## config.mk

```make
export PLATFORM = sky130hd
export DESIGN_NAME = count_monitor
export DESIGN_NICKNAME = d
export VERILOG_FILES = /design/src/rtl/count_monitor_pkg.sv /design/src/rtl/count_monitor.sv
export SDC_FILE = /design/constraint.sdc
export NUM_CORES = 1
export LEC_CHECK = 0
export CORE_MARGIN = 5
export CORE_UTILIZATION = 53
export CTS_CLUSTER_SIZE = 28
export DETAILED_ROUTE_END_ITERATION = 7
export HOLD_SLACK_MARGIN = 0.1
export PLACE_DENSITY_LB_ADDON = 0.2
export SETUP_SLACK_MARGIN = 0.02
export SLEW_MARGIN = 5
export SYNTH_ARGS = -nofsm -noshare
export SYNTH_HDL_FRONTEND = slang
export SYNTH_SLANG_ARGS = --single-unit
export TNS_END_PERCENT = 100
```

## constraint.sdc

```tcl
create_clock -name clk -period 5.8 [get_ports clk]
set_input_delay 1.16 -clock clk [delete_from_list [all_inputs] [get_ports clk]]
set_output_delay 1.16 -clock clk [all_outputs]
set_load 0.03 [all_outputs]
```

## src/rtl/count_monitor_pkg.sv

```systemverilog
// rtl/count_monitor_pkg.sv - shared types and helpers for count_monitor
// Purpose: FSM state type, sampled count width and the modulo-8 successor.
// Ports: none (package).
package count_monitor_pkg;

  localparam int CNT_W = 3;

  typedef enum logic [1:0] {
    ST_IDLE   = 2'b00,
    ST_SYNC   = 2'b01,
    ST_LOCKED = 2'b10
  } state_t;

  // Expected successor of a sampled count; the add wraps 7 -> 0 naturally.
  function automatic logic [CNT_W-1:0] cnt_next(input logic [CNT_W-1:0] v);
    return v + CNT_W'(1);
  endfunction

endpackage

```

## src/rtl/count_monitor.sv

```systemverilog
// rtl/count_monitor.sv - sequence checker for the 3-bit free-running counter
// Purpose: samples {c2,c1,c0} on enabled edges, locks after LOCK_N good
//          transitions, then reports wraps and sequence errors.
// Ports:
//   clk, rst_n         clock (rising edge), async active-low reset
//   c0, c1, c2         observed count bits (c0 = LSB)
//   sample_en          sample the count on this edge
//   clr                synchronous clear of wrap_cnt / err_cnt / err_sticky
//   locked             high while in LOCKED
//   err                one-cycle pulse per error detected while LOCKED
//   err_sticky         set by any error, cleared by clr or reset
//   wrap_cnt           7->0 transitions seen while LOCKED (modulo)
//   err_cnt            error count, saturating
//   last_val           most recently sampled count
module count_monitor
  import count_monitor_pkg::*;
#(
  parameter int LOCK_N = 2,
  parameter int WRAP_W = 8,
  parameter int ERR_W  = 4
) (
  input  logic              clk,
  input  logic              rst_n,
  input  logic              c0,
  input  logic              c1,
  input  logic              c2,
  input  logic              sample_en,
  input  logic              clr,
  output logic              locked,
  output logic              err,
  output logic              err_sticky,
  output logic [WRAP_W-1:0] wrap_cnt,
  output logic [ERR_W-1:0]  err_cnt,
  output logic [CNT_W-1:0]  last_val
);

  localparam int              RUN_W    = $clog2(LOCK_N + 1);
  localparam logic [RUN_W-1:0] RUN_LOCK = RUN_W'(LOCK_N);
  localparam logic [ERR_W-1:0] ERR_MAX  = '1;

  state_t            r_state;
  state_t            w_state_nxt;
  logic [RUN_W-1:0]  r_run;
  logic [RUN_W-1:0]  w_run_nxt;
  logic [CNT_W-1:0]  w_v;
  logic              w_good;
  logic              w_err_det;
  logic              w_wrap_det;

  logic              r_locked;
  logic              r_err;
  logic              r_err_sticky;
  logic [WRAP_W-1:0] r_wrap_cnt;
  logic [ERR_W-1:0]  r_err_cnt;
  logic [CNT_W-1:0]  r_last_val;

  assign w_v    = {c2, c1, c0};
  assign w_good = (w_v == cnt_next(r_last_val));

  // State register
  always_ff @(posedge clk or negedge rst_n) begin
    if (!rst_n) begin
      r_state <= ST_IDLE;
      r_run   <= '0;
    end else begin
      r_state <= w_state_nxt;
      r_run   <= w_run_nxt;
    end
  end

  // Next-state logic; nothing moves without sample_en
  always_comb begin
    w_state_nxt = r_state;
    w_run_nxt   = r_run;
    if (sample_en) begin
      case (r_state)
        ST_IDLE: begin
          w_state_nxt = ST_SYNC;
          w_run_nxt   = '0;
        end
        ST_SYNC: begin
          if (w_good) begin
            if (r_run + RUN_W'(1) == RUN_LOCK) begin
              w_state_nxt = ST_LOCKED;
              w_run_nxt   = '0;
            end else begin
              w_run_nxt = r_run + RUN_W'(1);
            end
          end else begin
            w_run_nxt = '0;
          end
        end
        ST_LOCKED: begin
          if (!w_good) begin
            w_state_nxt = ST_SYNC;
            w_run_nxt   = '0;
          end
        end
        default: begin
          w_state_nxt = ST_IDLE;
          w_run_nxt   = '0;
        end
      endcase
    end
  end

  // Output decode: events that only count while LOCKED
  always_comb begin
    w_err_det  = 1'b0;
    w_wrap_det = 1'b0;
    if (sample_en && (r_state == ST_LOCKED)) begin
      w_err_det  = !w_good;
      // A good sample after 7 is necessarily 0
      w_wrap_det = w_good && (&r_last_val);
    end
  end

  // Registered status; clr beats a simultaneous error for counters/sticky
  always_ff @(posedge clk or negedge rst_n) begin
    if (!rst_n) begin
      r_locked     <= 1'b0;
      r_err        <= 1'b0;
      r_err_sticky <= 1'b0;
      r_wrap_cnt   <= '0;
      r_err_cnt    <= '0;
      r_last_val   <= '0;
    end else begin
      r_locked <= (w_state_nxt == ST_LOCKED);
      r_err    <= w_err_det;
      if (sample_en) begin
        r_last_val <= w_v;
      end
      if (clr) begin
        r_err_sticky <= 1'b0;
        r_wrap_cnt   <= '0;
        r_err_cnt    <= '0;
      end else begin
        if (w_wrap_det) begin
          r_wrap_cnt <= r_wrap_cnt + WRAP_W'(1);
        end
        if (w_err_det) begin
          r_err_sticky <= 1'b1;
          if (r_err_cnt != ERR_MAX) begin
            r_err_cnt <= r_err_cnt + ERR_W'(1);
          end
        end
      end
    end
  end

  assign locked     = r_locked;
  assign err        = r_err;
  assign err_sticky = r_err_sticky;
  assign wrap_cnt   = r_wrap_cnt;
  assign err_cnt    = r_err_cnt;
  assign last_val   = r_last_val;

endmodule
```

Yosys cells after proc, flatten, opt, wreduce, memory -nomap -nowiden
Index checks and enable logic that the tools add are counted.
{ "word_totals": {"regBits": 22, "output_inout_bits": 18, "wordCells": 47} }
{ "op_classes": {"n_addsub": 4, "eq_ne": 7, "muxes": 18, "n_reduce_logical": 10} }
{ "ops": {"columns": ["cell", "n"], "rows": [
  ["8-bit 2-to-1 mux", 2],
  ["2-bit 2-to-1 mux", 7],
  ["4-bit 2-to-1 mux", 3],
  ["8-bit by 1-bit adder with 8-bit output (second input constant)", 1],
  ["2-bit == test (second input constant)", 3],
  ["2-bit one-hot mux with 3 select lines", 1],
  ["2-bit nonzero test", 3],
  ["4-bit by 1-bit adder with 4-bit output (second input constant)", 1],
  ["1-bit 2-to-1 mux", 4],
  ["4-bit != test (second input constant)", 1],
  ["2-bit one-hot mux with 2 select lines", 1],
  ["2-bit AND reduction", 2],
  ["3-bit by 1-bit adder with 3-bit output (second input constant)", 1],
  ["3-bit == test", 1],
  ["3-bit AND reduction", 1],
  ["2-bit by 1-bit adder with 2-bit output (second input constant)", 1],
  ["2-bit by 1-bit == test with 1-bit output (second input constant)", 1],
  ["1-bit logical AND", 2],
  ["2-bit zero test", 1],
  ["2-bit != test (second input constant)", 1],
  ["1-bit zero test", 1]
]} }

Logic depth before layout (Yosys ltp)
{ "depth": {"depth_word": 7, "mapped_depth": 7} }

Worst setup path after synthesis
OpenSTA, ideal clock, no wires.
{ "synth_path": {"kind": "input to register", "from": "input port c0", "to": "register r_wrap_cnt[3], in the netlist wrap_cnt[3]", "setup_time_ps": 125, "arrival_time_ps": 2349, "path_slack_ps": 3326, "cell_stages": 4, "path_buffers": 0, "path_cell_list": "xnor2_1 > nor4_4 > and3_1 > mux2_2"} }
{ "synth_between": {"elab_chain_cells": 4} }
{ "synth_lines": {"columns": ["item", "line", "text"], "rows": [
  ["from (decl)", "count_monitor.sv:24", "input logic c0,"],
  ["3-bit == test", "count_monitor.sv:58", "assign w_good = (w_v == cnt_next(r_last_val));"],
  ["1-bit logical AND", "count_monitor.sv:114", "w_wrap_det = w_good && (&r_last_val);"],
  ["1-bit 2-to-1 mux", "count_monitor.sv:111", "if (sample_en && (r_state == ST_LOCKED)) begin"],
  ["2-bit nonzero test (no source line)", null, null],
  ["to (signal assigned)", "count_monitor.sv:139", "r_wrap_cnt <= r_wrap_cnt + WRAP_W'(1);"],
  ["to (decl)", "count_monitor.sv:53", "logic [WRAP_W-1:0] r_wrap_cnt;"]
]} }
Every way passes these cells.
A chain may end at the register's enable or synchronous reset.

Worst setup path in the final report
{ "layout_path": {"from": "input port sample_en", "to": "register r_wrap_cnt[3], in the netlist wrap_cnt[3]"} }
{ "layout_between": {"elab_chain_cells": 3} }
{ "layout_lines": {"columns": ["item", "line", "text"], "rows": [
  ["from (decl)", "count_monitor.sv:27", "input logic sample_en,"],
  ["1-bit logical AND", "count_monitor.sv:111", null],
  ["1-bit 2-to-1 mux", "count_monitor.sv:111", null],
  ["2-bit nonzero test (no source line)", null, null]
]} }
Every way passes these cells.

==> reports/metrics.cfg <==
[routing]
via_count=943
drtIter0Drc=19
dr.pass1.iters=4
wire_per_inst_um=14.3
ant_nets=0
wl_mm=2.31
vias_per_cell=5.86
drc=0

[die]
placeableCoreArea_mm2=0.00202
die-width_um=56.6
ios=25
die_height_um=56.6
fp-row-count=16
start_util_pct=57.0
dieArea_mm2=0.00321

[clock_tree]
tritoncts=yes
post_cts_buffers=0
clk_latency_ns=0.30
clockBufferDepth=2
numCtsBuffers=3
clock_sinks=22
cts_resized=0
root_buffer=clkbuf_4
holdBufCountCts=0
htreeDepth=1
clk_pin_slew_ns=0.11

[pwr]
finalPower_uw=279
p_per_area_mw_per_mm2=194
p_leak_nw=0.595
peakVddDrop_v=0.000136

[timing]
period_needed_ns=2.92
tns_ns=0
max_clock_freq_mhz=342
finalSetupViolCount=0
finClkSkew_ns=0.00161
final_hold_viol_count=0
worst_slew_pin_slew_ns=0.963
finalCritPeriodShare_pct=50.4
maxSlewHeadroom_pct=35.6
rsz0062_at_grt=no
slew_violations=0
fin_ws_ns=2.88

[run_status]
status=complete, no violations

[logic_synthesis]
synth-seq-area-share_pct=47.8
synth_edf_count=0
synth-async-reset-ratio_pct=100
ys_ff_latch=22
yosysWarnings=0
synthCells=110
syn_avg_cell_area_um2=10.5
syn_area_mm2=0.00115
ys.flop_type=dfrtp_1
syn_nets=121
synth.distinct_cells=34

[worst_setup_path]
required_ns=6.00
worstSetupEndpointType=flip-flop
critical_path_class=in -> reg
cp-start-kind=primary input
crit_path_max_fanout=14
cp.arrival_ns=3.12

[finish]
layout-drive-gt1-share_pct=8.96
num_antenna_cells=0
area_growth_pct=24.6
fill_cells=161
regArea_um2=551
final_util_pct=71.0
final_cell_mix=clkdlybuf4s50_1 (24), dfrtp_1 (22), a21oi_1 (8), nor2_1 (8), o21ai_0 (6)
layout_commonest_cell=clkdlybuf4s50_1
multi_input_area_um2=574
fin_nets=147

[place]
portBuffers=24
gp_congestion=0.789
hpwl_mm=1.67
pre_cts_slack_ns=2.54

[global_route]
antenna_found_initial=0
first_global_vias=923
grt_max_degree=23
overflow=0
grt_pass1_wl_mm=3.97
grt.total_usage_pct=15.7

[job]
cap_violations=0

[hold_path]
hold_class=reg -> reg

-- sequential cells by signal, summed over array words and instances (netlist names) --
register    count
err             1
err_cnt         4
err_sticky      1
last_val        3
locked          1
r_run           2
r_state         2
wrap_cnt        8
-- worst max-delay path, stage by stage --
cell and delay, ns:
clkdlybuf4s50_1 0.75, nand4b_1 0.22, nor4_4 0.42, and3_1 0.25, mux2_2 0.32
-- cells in the mapped netlist (all sizes together), types with 2 or more instances --
cell type  instances  area (um2)
o21ai              6        30.0
and2               2        12.5
or4                2        15.0
nand3              5        25.0
a31o               2        17.5
mux2               5        56.3
inv                4        15.0
dfrtp             22         551
mux2i              2        20.0
nor2               8        30.0
a21o               3        22.5
xnor2              2        17.5
nand2b             4        25.0
o31ai              2        15.0
a21oi              8        40.0
and3               5        31.3
clkbuf             2        7.51
xor2               2        17.5
nor2b              4        25.0
or3                2        17.5
ha                 4        50.1
nand4              3        18.8
-- kinds of logic after synthesis --
kind of cell,count (synthesis),share of synthesized area [%]
buffers and inverters,7,2.39
DFF,22,47.8
xor gates and xnor gates,4,3.04
adders and majority gates,4,4.34
AOI/OAI and AO/OA,25,13.7
and+or+nand+nor,41,22.1
muxes,7,6.62
-- worst paths after layout --
kind                       depth (start not counted)     endpoint  slack (ns)        start
hold reg to reg                                    2   err_sticky        0.53   err_sticky
setup / recovery                                   5  wrap_cnt[3]        2.88    sample_en
setup reg to reg                                   6  wrap_cnt[7]        3.46  last_val[0]
min in group asynchronous                          1   err_cnt[2]        1.38        rst_n
max in group asynchronous                          1  wrap_cnt[4]        3.84        rst_n
hold / removal                                     2   err_sticky        0.53   err_sticky
-- routing by layer --
metal  vias up  routed length [um]  track usage (%)
met5         -                   0                0
met4         0                  25             6.10
met3         4                 139             2.75
met2        32                1130             27.2
met1       457                1020             19.0
li1        450                   -                -
-- power by group --
part           leakage, nW  internal (mW)  switching, mW
logic                0.286         0.0196         0.0288
clock network       0.0138         0.0242         0.0440
registers            0.295          0.158        0.00499
-- layout make-up --
| class | instances | area share, % |
|---|---|---|
| clock buffer | 3 | 1.57 |
| inverter | 4 | 1.05 |
| sequential | 22 | 38.3 |
| tap | 27 | 2.35 |
| timing repair buffer | 24 | 16.7 |
| multi-input combinational | 81 | 40.0 |
-- metrics by stage --
step | instance area [um2] | hold WS (ns) | instances
finish | 1440 | 0.530 | 161
global route | 1440 | 0.586 | 161
CTS | 1440 | 0.538 | 161
detailed placement | 1410 | 0.506 | 158
global placement | 1410 | 0.480 | 158
floorplan | 1150 | 0.481 | 110
Note: power is estimated with default switching activity, not from simulation.
